--- src/rtl/bin2bcd_seq.sv ---
// rtl/bin2bcd_seq.sv - sequential shift-and-add-3 binary to BCD converter, one bit per clock
module bin2bcd_seq #(
  parameter int BIN_W  = 8,
  parameter int DIGITS = 3
) (
  input  logic                  clk,
  input  logic                  rst,
  input  logic                  start,
  input  logic [BIN_W-1:0]      bin,
  output logic                  busy,
  output logic                  done,
  output logic [4*DIGITS-1:0]   bcd,
  output logic                  overflow
);

  localparam int CNT_W = $clog2(BIN_W);
  localparam logic [CNT_W-1:0] LAST_CNT = CNT_W'(BIN_W - 1);

  typedef enum logic {IDLE, SHIFT} state_t;

  state_t                state_q, state_d;
  logic [BIN_W-1:0]      bin_sr_q, bin_sr_d;
  logic [4*DIGITS-1:0]   work_q, work_d;
  logic                  ovf_acc_q, ovf_acc_d;
  logic [CNT_W-1:0]      cnt_q, cnt_d;
  logic [4*DIGITS-1:0]   bcd_q, bcd_d;
  logic                  overflow_q, overflow_d;
  logic                  done_q, done_d;

  logic [4*DIGITS-1:0]   corr;
  logic [4*DIGITS-1:0]   shifted;
  logic                  out_bit;

  // Add-3 correction on every digit, then shift the next binary bit in at the bottom.
  always_comb begin
    corr = '0;
    for (int i = 0; i < DIGITS; i++) begin
      corr[4*i +: 4] = (work_q[4*i +: 4] >= 4'd5) ? work_q[4*i +: 4] + 4'd3
                                                   : work_q[4*i +: 4];
    end
    out_bit = corr[4*DIGITS-1];
    shifted = {corr[4*DIGITS-2:0], bin_sr_q[BIN_W-1]};
  end

  always_comb begin
    state_d    = state_q;
    bin_sr_d   = bin_sr_q;
    work_d     = work_q;
    ovf_acc_d  = ovf_acc_q;
    cnt_d      = cnt_q;
    bcd_d      = bcd_q;
    overflow_d = overflow_q;
    done_d     = 1'b0;
    case (state_q)
      IDLE: begin
        if (start) begin
          bin_sr_d  = bin;
          work_d    = '0;
          ovf_acc_d = 1'b0;
          cnt_d     = '0;
          state_d   = SHIFT;
        end
      end
      SHIFT: begin
        work_d    = shifted;
        bin_sr_d  = bin_sr_q << 1;
        ovf_acc_d = ovf_acc_q | out_bit;
        cnt_d     = cnt_q + CNT_W'(1);
        if (cnt_q == LAST_CNT) begin
          bcd_d      = shifted;
          overflow_d = ovf_acc_q | out_bit;
          done_d     = 1'b1;
          cnt_d      = '0;
          state_d    = IDLE;
        end
      end
      default: state_d = IDLE;
    endcase
  end

  always_ff @(posedge clk) begin
    if (rst) begin
      state_q    <= IDLE;
      bin_sr_q   <= '0;
      work_q     <= '0;
      ovf_acc_q  <= 1'b0;
      cnt_q      <= '0;
      bcd_q      <= '0;
      overflow_q <= 1'b0;
      done_q     <= 1'b0;
    end else begin
      state_q    <= state_d;
      bin_sr_q   <= bin_sr_d;
      work_q     <= work_d;
      ovf_acc_q  <= ovf_acc_d;
      cnt_q      <= cnt_d;
      bcd_q      <= bcd_d;
      overflow_q <= overflow_d;
      done_q     <= done_d;
    end
  end

  assign busy     = (state_q == SHIFT);
  assign done     = done_q;
  assign bcd      = bcd_q;
  assign overflow = overflow_q;

endmodule

--- config.mk ---
export PLATFORM = sky130hd
export DESIGN_NAME = bin2bcd_seq
export DESIGN_NICKNAME = d
export VERILOG_FILES = /design/src/rtl/bin2bcd_seq.sv
export SDC_FILE = /design/constraint.sdc
export NUM_CORES = 1
export LEC_CHECK = 0
export CAP_MARGIN = 20
export CORE_MARGIN = 3
export CORE_UTILIZATION = 55
export DETAILED_ROUTE_END_ITERATION = 10
export PLACE_DENSITY = 0.82
export SYNTH_ARGS = -nofsm -noshare
export SYNTH_HDL_FRONTEND = slang
export SYNTH_SLANG_ARGS = --single-unit
--- constraint.sdc ---
create_clock -name clk -period 2.7 [get_ports clk]
set_input_delay 0.405 -clock clk [delete_from_list [all_inputs] [get_ports clk]]
set_output_delay 0.405 -clock clk [all_outputs]
set_load 0.1 [all_outputs]
== Yosys cells after proc, flatten, opt, wreduce, memory -nomap -nowiden ==
Index checks and enable logic that the tools add are counted.
Operators by class
  equal/unequal tests: 2
  reductions and logical operators: 2
  add/sub/neg operators: 4
  order comparisons: 3
  bitwise operators: 2
  multiplexer cells: 16
Operators with widths (count)
  $pmux W12 S2: 1
  $pmux W8 S2: 1
  $add A4 B2 Y4 const B: 3
  $ge A4 B3 Y1 const B: 3
  $mux W12: 1
  $mux W4: 3
  $mux W8: 1
  $mux W3: 2
  $pmux W3 S2: 1
  $mux W1: 4
  $pmux W1 S2: 2
  $add A3 B1 Y3 const B: 1
  $eq A3 B3 Y1 const B: 1
  $ne A2 B2 Y1 const B: 1
  $reduce_and A2 Y1: 1
  $reduce_or A2 Y1: 1
  $not A1 Y1: 1
  $or A1 B1 Y1: 1
Storage, ports and cells
  register bits: 39
  logic and storage cells: 37
  output and inout bits: 15
  input bits: 11

== Longest topological paths before layout ==
  depth after elaboration: 4
  gate-level depth with buffers: 7
  mapped depth without buffers: 6

== Worst setup path after synthesis ==
Ideal clock, no wire load.
  kind: register to register
  start: register state_q (netlist: busy)
  end: register bcd_q[0] (netlist: bcd[0])
  arrival time: 1.815 ns
  path buffers: 2
  slack: 0.822 ns
  period minus slack after synthesis: 1.878 ns
  setup time: 0.062 ns
  cell stages (with the launch flop): 7
  required time: 2.638 ns
  cell sequence: dfxtp_1 -> buf_4 -> nand2_1 -> or2_1 -> buf_2 -> inv_2 -> a22o_1
Between the ends
  longest elaborated chain between the ends: 1
Ends and longest elaborated chain
  start: declaration: RTL line 21  | state_t state_q, state_d;
  start signal: assignment: RTL line 92  | state_q <= state_d;
  $reduce_and A2 Y1 (no line)
  end signal: assignment: RTL line 88  | bcd_q <= '0;
  end signal: assignment: RTL line 97  | bcd_q <= bcd_d;
  end: declaration: RTL line 26  | logic [4*DIGITS-1:0] bcd_q, bcd_d;
Every way passes these cells.
A chain may end at the register's enable or synchronous reset.

== Worst setup path in the final report ==
  start: register state_q (netlist: busy)
  end: output port busy
RTL lines
  end: declaration: RTL line 10  | output logic busy,
No word-level cell between the ends.

==> run summary <==
Status: finished clean
Syn Std Cell Area: 0.00171 mm^2
Syn nets: 209
Core footprint: 0.00285 mm^2
CP startpoint kind: flip-flop
Worst Setup Path Type: flip-flop to primary output
Final Non-Filler Cells: 246
Initial Utilization: 59.9%
Setup TNS: 0 ns
Power Density: 524 mW/mm^2
CP arrival: 1.32 ns
Synth top cells by count: 39 x dfxtp_1, 21 x nor2_1, 20 x a21oi_1, 16 x o21ai_1, 10 x mux2i_1
# H-tree levels: 2
CTS Root Cell: clkbuf_4
Detailed Route WL: 3410 um
Postcts setup bufs: 0
Largest net degree at the start of global routing: 19
Area Overhead vs Synth: 17.2%
Ports: 26
Row cnt: 19
Worst path required time: 2.30 ns
Share of cells above drive strength 1: 14.0%
Gate Count Post-Synth: 190
CTS tree: yes
EDFF count, synth: 0
Critical path, cell by cell: buf_4
Setup slack, reg-to-reg: 1.07 ns
Yosys top cell area share: 45.7%
Hold-fix buffers at CTS: 0
Max cap viols: 0
Distinct cells, synth: 31
Design Power: 1.05 mW
GRT Overall Usage: 20.8%
Asr flop ratio synth: 0%
Worst Max-Slew Pin Slew: 0.640 ns
Crit path from: busy$_SDFF_PP0_
Final WS setup: 0.972 ns
ANT cells: 0
R2R depth: 6
Reg clk slew, reported paths: 0.10 ns
Wire per inst: 13.8 um
Drt pass-1 iters: 5
Synth area leaders: dfxtp_1 46%, a21oi_1 5.9%, ha_1 5.9%, mux2i_1 5.9%, o21ai_1 4.7%
Die height: 61.7 um
Vias post-DR: 1,423
Post-Place Cells: 239
Reg-to-Reg Start: work_q[8]$_SDFFE_PP0P_
Final number of max-transition violations: 0
Critical path buffers and inverters: 1
Worst path top cell family by delay: flip-flops
Clk_lat worst skew: 0.35 ns
First-pass GRT wire length: 5800 um
Synth area leader: dfxtp_1
Tcrit/Tclk final: 64.0%
Initial antenna violation count: 0
#FFs+latches synth: 39
Max Used Layer: met4
Reg2Reg Capture Point: work_q[10]$_SDFFE_PP0P_
Hold Startpoint: bcd[9]$_SDFFE_PP0P_
Ys Warns: 0
Worst vdd ir: 0.370 mV
Clock sink count: 39
Placed Instance Area: 0.00193 mm^2
Layout Skew: 0.0125 ns
Avg Inst Size Synth: 9.00 um^2
Nets: 234
RePlAce Congestion: 0.782
Via-to-Cell Ratio: 5.78
Die extent in x: 61.7 um
Crit end category: primary output
Slowest cell on the critical path: dfxtp_1
IO Port Bufs: 25
Top FF cell, synth: dfxtp_1
Max_slew headroom: 57.4%
Post-DP HPWL: 2470 um
Total grt overflow: 0
Final worst path period need: 1.73 ns
CTS Buffer Depth: 2
Unrepaired setup endpoints after global routing: no
Slowest stage delay, CP: 0.60 ns
Detail Route Antenna Nets: 0
Fin util: 70.2%
Die ar.: 0.00381 mm^2
Hold crit path type: flip-flop to flip-flop
Vias in the first global route: 1,337
Most instantiated library cell after synthesis: dfxtp_1
Drt initial violations: 60
Final Hold Fails: 0
Hold path depth: 2
CTS buffer count: 5
Hold WS: 0.458 ns
Register area share after synthesis: 45.7%
WL met1: 1570 um
Routed wl met2: 1630 um
Fmax: 579 MHz
Worst slack at placement: 0.692 ns
Met3 WL: 165 um
Finished Cell Area: 0.00200 mm^2
# setup viols final: 0
Cts repair resizes: 0
Worst-path fanout max: 12
Leak: 0.818 nW
Worst Hold Path EP: bcd[9]$_SDFFE_PP0P_
# DRC: 0
registers in the layout (all words and copies together) (netlist names):
register and cells:
ovf_acc_q 1, done 1, work_q 12, bcd 12, overflow 1, bin_sr_q 8
busy 1, cnt_q 3
layer usage:
layer	track usage, %	up-vias
met5	0	-
met4	5.76	0
met3	7.44	6
met2	33.2	34
met1	26.6	664
li1	-	719
layout make-up:
class	instances	area [um^2]
Clock buffer	6	41.3
Timing Repair Buffer	27	228
Multi-Input combinational cell	133	851
Fill cell	230	850
Tap cell	31	38.8
Sequential cell	39	781
Clock inverter	1	30.0
Inverter	9	33.8
worst max-delay path by stage:
stage | depth (start not counted) | slack (ns) | endpoint
floorplan | 6 | 0.82 | bcd[0]$_SDFFE_PP0P_
global placement | 3 | 0.77 | work_q[5]$_SDFFE_PP0P_
detailed placement | 3 | 0.69 | work_q[1]$_SDFFE_PP0P_
CTS | 1 | 0.95 | busy
global route | 1 | 0.89 | busy
finish | 1 | 0.97 | busy
cells in the final DEF (no fill, tap or decap), types with 8 or more instances in the layout:
master | synthesis | layout
a21oi_1 | 20 | 20
dfxtp_1 | 39 | 39
clkdlybuf4s50_1 | 0 | 10
ha_1 | 8 | 8
nor2_1 | 21 | 21
nand2_1 | 9 | 9
mux2i_1 | 10 | 10
buf_4 | 1 | 17
o21ai_1 | 16 | 16
report_power, final:
| group | total, mW | leakage [nW] | switching, mW | internal (mW) |
|---|---|---|---|---|
| logic | 0.0807 | 0.464 | 0.0476 | 0.0331 |
| clock network | 0.374 | 0.0383 | 0.183 | 0.191 |
| registers | 0.595 | 0.316 | 0.00940 | 0.585 |
cells by family after synthesis:
| family | Yosys count | synth area share (%) |
|---|---|---|
| compound gates | 54 | 19.4 |
| xor+xnor | 3 | 1.54 |
| fa+ha+maj | 8 | 5.86 |
| buf+inv | 18 | 4.54 |
| flops | 39 | 45.7 |
| mux | 11 | 6.73 |
| simple gates | 57 | 16.3 |
No activity file was read; power rests on OpenSTA's default activity.
==> patch 1, RTL diff (same settings) <==
Set the parameter `DIGITS` to 5 (it was 3).
--- a/src/rtl/bin2bcd_seq.sv
+++ b/src/rtl/bin2bcd_seq.sv
@@ -2,5 +2,5 @@
 module bin2bcd_seq #(
   parameter int BIN_W  = 8,
-  parameter int DIGITS = 3
+  parameter int DIGITS = 5
 ) (
   input  logic                  clk,
Ports: changed (resized bcd); port bits go from 26 to 34. No check against the original RTL was run, so the function may have changed too.
==> patch 1 against the original RTL <==
Register-to-register slack improved by 0.06 ns; wire length grew 42%; worst setup slack got worse by 0.11 ns; critical path depth up 2; sequential power is 39% higher; synthesized area is 43% higher; cell area up 42%; sequential cell count up 16; clock skew is 0.0082 ns lower; clock power increased by 48%; combinational power is 25% higher; power increased by 41%; maximum frequency is 5.8% lower.
==> patch 1: results (changes against the original RTL) <==
Placement
  • Pre-CTS setup slack: 0.549 ns (-0.143 ns)
  • Dpl cell area: 2740 µm² (+42%)
  • HPWL Detailed: 3280 µm (+33%)
  • Placed Cells: 337 (+41%)
  • Port bufs: 33 (+32%)
  • Routability cong.: 0.753 (-3.7%)

Timing
  • Layout Skew: 0.00429 ns (-0.00825 ns)
  • # setup viols final: 0 (unchanged)
  • Slew margin rel.: 0.497 (-0.0763)
  • Hold_ws: 0.465 ns (+0.00676 ns)

Status
  • Status: completed

CTS
  • Post-CTS setup buffer count: 0 (unchanged)
  • CTS Buf Count: 5 (unchanged)
  • Clock latency at the later pin of the worst-skew pair: 0.30 ns (-0.05 ns)
  • H-tree levels: 2 (unchanged)
  • Clk root buf: clkbuf_8

Pwr
  • Peak VDD IR: 0.000506 V (+37%)
  • Leakage power: 0.00111 µW (+36%)

Synth
  • Main area contributors after synthesis: dfxtp_1, ha_1, o21ai_0
  • Top cells by count, synth: dfxtp_1, o21ai_0, a21oi_1
  • Netlist cell types: 32 (+3.2%)
  • Cells after Synth: 264 (+39%)
  • Register area share after synthesis: 0.449 (-0.00783)
  • Asr flop ratio synth: 0 (unchanged)
  • Syn_nets: 287 (+37%)

Setup path
  • CP peak stage delay: 0.79 ns (+0.19 ns)
  • Top delay family on crit path: buffers and inverters
  • Critical R2R Capture: work_q[6]
  • CP startpoint: start
  • Critical-path top delay cell: clkdlybuf4s50_1
  • Crit Path Max Fanout: 14 (+2)
  • Reg2reg start: work_q[5]
  • CP Data Arrival Time: 2.08 ns (+0.76 ns)
  • R2r setup slk: 1.13 ns (+0.06 ns)

Drt
  • DRT iter0 DRCs: 109 (+82%)
  • WL/cell: 14.0 µm (+1.0%)
  • Routed vias/inst: 5.59 (-3.3%)
  • DRT Pass-1 Iters: 4 (-1)
  • Vias: 1,930 (+36%)

Layout
  • Fraction of layout cells with a size suffix above 1: 0.163 (+0.0232)
  • Post-Route Utilization: 0.689 (-0.0135)
  • # fillers: 338 (+47%)
  • Final #Nets: 317 (+35%)

Global route
  • Largest net degree at the start of global routing: 39 (+20)
  • First-pass GRT wire length: 8130 µm (+40%)
  • Tot GR Track Use: 0.196 (-0.0113)
  • Vias in the first global route: 1,765 (+32%)

Min path
  • Hold EP: bcd[11]
  • Hold path cells: 2 (unchanged)
  • HP Start: bcd[11]
[patch 1: changes by cell type in the layout (fill, tap and decap cells not counted), sizes merged, moves of 3 or more]
cell,change
dfxtp,+16
nand2,+12
o21ai,+12
nor3b,+11
a21oi,+10
a22o,+10
buf,+9
a32o,-4
ha,+4
inv,+4
a21o,-3
nor3,-3
[patch 1: final cells by class]
type                            count  share of cell area
Tap cell                           50              0.0219
Sequential cell                    55               0.386
Clock inverter                      2              0.0123
Inverter                           13              0.0171
Clock buffer                        6              0.0289
Multi-Input combinational cell    183               0.426
Timing Repair Buffer               36               0.108
[patch 1: cells by family after synthesis]
logic type / count (synthesis) / synth area share
AO/OA/AOI/OAI: 80 / 0.203
XOR/XNOR: 5 / 0.0179
adder cells (fa/ha/maj): 12 / 0.0612
buffers and inverters: 26 / 0.0551
flip-flops: 55 / 0.449
multiplexers: 13 / 0.0546
AND/OR/NAND/NOR: 73 / 0.160
[patch 1: per-layer routing]
metal / vias to the layer above / track usage / routed length, µm / share of wire
li1: 982 / - / - / -
met5: - / 0 / 0 / 0
met4: 0 / 0.0656 / 46 / 0.0095
met3: 5 / 0.0496 / 237 / 0.049
met1: 900 / 0.252 / 2230 / 0.46
met2: 43 / 0.322 / 2320 / 0.48
[patch 1: worst max path at each step]
stage | to | slack [ns] | cells after the start
after global placement | work_q[14] | 0.57 | 3
final | work_q[17] | 0.86 | 3
after floorplan | bcd[18] | 0.86 | 4
after global routing | work_q[16] | 0.71 | 4
after CTS | work_q[17] | 0.88 | 3
after detailed placement | work_q[17] | 0.55 | 3
[patch 1: power by group]
part	total [µW]	switching [µW]	leakage, µW	internal, µW
Combinational	101	61.3	0.000606	39.6
Sequential	826	5.64	0.000445	821
Clock	553	253	0.0000612	300
Total	1480	320	0.00111	1160
==> patch 2, RTL diff (same settings) <==
Without the edit above. Register the output `bcd` once more, with the module's reset; this adds one clock of latency there. The other outputs are not delayed to match.
--- a/src/rtl/bin2bcd_seq.sv
+++ b/src/rtl/bin2bcd_seq.sv
@@ -103,5 +103,11 @@
   assign busy     = (state_q == SHIFT);
   assign done     = done_q;
-  assign bcd      = bcd_q;
+  always_ff @(posedge clk) begin
+    if (rst) begin
+      bcd <= '0;
+    end else begin
+      bcd <= bcd_q;
+    end
+  end
   assign overflow = overflow_q;
 
Formal check against the unedited RTL: not equivalent (Yosys sat finds a counterexample within 10 cycles, from zero or initial values and one cycle with rst high).
==> patch 2 against the original RTL <==
Maximum frequency rose by 6.3%; hold slack improved by 0.0071 ns; cell area rose by 24%; wire length rose by 9.9%; critical endpoint is now bin_sr_q[2]; cell count rose by 22%; power rose by 27%; synthesized cell count rose by 19%; count of clock-buffer cells in the layout rose by 2; clock power rose by 25%; synthesized area rose by 27%; worst setup slack improved by 0.10 ns; sequential cell count rose by 12; clock skew fell by 0.010 ns.
==> patch 2: results (changes against the original RTL) <==
Status
  • Status: completed

Placement
  • Placed Cells: 292 (+22%)
  • Routability cong.: 0.718 (-8.1%)
  • Pre-CTS setup slack: 0.768 ns (+0.0759 ns)
  • HPWL Detailed: 2650 µm (+7.0%)

CTS
  • Clock latency at the later pin of the worst-skew pair: 0.30 ns (-0.05 ns)
  • CTS clock-pin slew for the worst setup and hold paths: 0.08 ns (-0.02 ns)
  • Clk root buf: clkbuf_8

Layout
  • Final #Nets: 270 (+15%)
  • Fraction of layout cells with a size suffix above 1: 0.171 (+0.0311)
  • # fillers: 325 (+41%)

Synth
  • Main area contributors after synthesis: dfxtp_1, nor2_1, ha_1
  • Top cells by count, synth: dfxtp_1, nor2_1, a21oi_1
  • Syn_nets: 246 (+18%)
  • Netlist cell types: 33 (+6.5%)
  • Register area share after synthesis: 0.472 (+0.0151)
  • Syn avg cell area: 9.53 µm² (+5.9%)

Min path
  • Worst hold path class: flip-flop to flip-flop

Pwr
  • Peak VDD IR: 0.000374 V (+1.2%)
  • Leakage power: 0.000980 µW (+20%)
  • Clock Power: 467 µW (+25%)
  • Net Sw Frac: 0.223 (-0.00625)
  • Final Power: 1330 µW (+27%)
  • Sequential power: 769 µW (+29%)

Drt
  • DRT Wirelength: 3740 µm (+9.9%)
  • WL/cell: 12.5 µm (-9.9%)
  • DRT Pass-1 Iters: 4 (-1)
  • Vias: 1,569 (+10%)
  • DRT iter0 DRCs: 102 (+70%)

Timing
  • Tightest Pin Transition: 0.574 ns (-0.0659 ns)
  • Layout Skew: 0.00247 ns (-0.0101 ns)

Global route
  • First-pass GRT wire length: 6150 µm (+5.9%)
  • Vias in the first global route: 1,468 (+9.8%)
  • Tot GR Track Use: 0.173 (-0.0346)
  • Largest net degree at the start of global routing: 42 (+23)

Setup path
  • Crit Path Max Fanout: 9 (-3)
  • CP Data Arrival Time: 1.82 ns (+0.50 ns)
[patch 2: per-stage QoR]
stage / cell area (µm²) / utilization
floorplan: 2160 / -
global placement: 2390 / 0.642
detailed placement: 2390 / 0.642
CTS: 2490 / 0.669
global route: 2490 / 0.669
finish: 2490 / 0.669
[patch 2: area by class of cell]
type                            count  share of cell area
Clock buffer                        8              0.0403
Inverter                            8              0.0121
Multi-Input combinational cell    156               0.415
Sequential cell                    51               0.411
Tap cell                           48              0.0242
Timing Repair Buffer               29              0.0976
[patch 2: metal layers]
layer	vias up	share of wire	GRT usage	wire (µm)
met5	-	0	0	0
met4	0	0.0077	0.0438	29
met3	3	0.041	0.0486	155
met2	26	0.49	0.324	1820
met1	729	0.46	0.190	1740
li1	811	-	-	-
[patch 2: worst max-delay path, stage by stage]
cell	delay (ns)
clkdlybuf4s50_1	0.73
buf_4	0.25
mux2i_1	0.19
nor2_1	0.06
a21oi_1	0.13
nor2_1	0.05
[patch 2: kinds of logic after synthesis]
| logic type | Yosys count | share of synthesized area |
|---|---|---|
| adders and majority gates | 8 | 0.0463 |
| xor gates and xnor gates | 3 | 0.0121 |
| buffers and inverters | 20 | 0.0509 |
| muxes | 12 | 0.0625 |
| AOI/OAI and AO/OA | 49 | 0.146 |
| and+or+nand+nor | 84 | 0.210 |
| DFF | 51 | 0.472 |
[patch 2: worst paths after layout]
check,to,cells after the start,start,slack [ns]
worst max-delay path,bin_sr_q[2],6,start,1.07
worst min-delay path,bcd[11],1,bcd_q[11],0.46
worst max register to register,work_q[2],6,work_q[0],1.12
worst min register to register,bcd[11],1,bcd_q[11],0.46
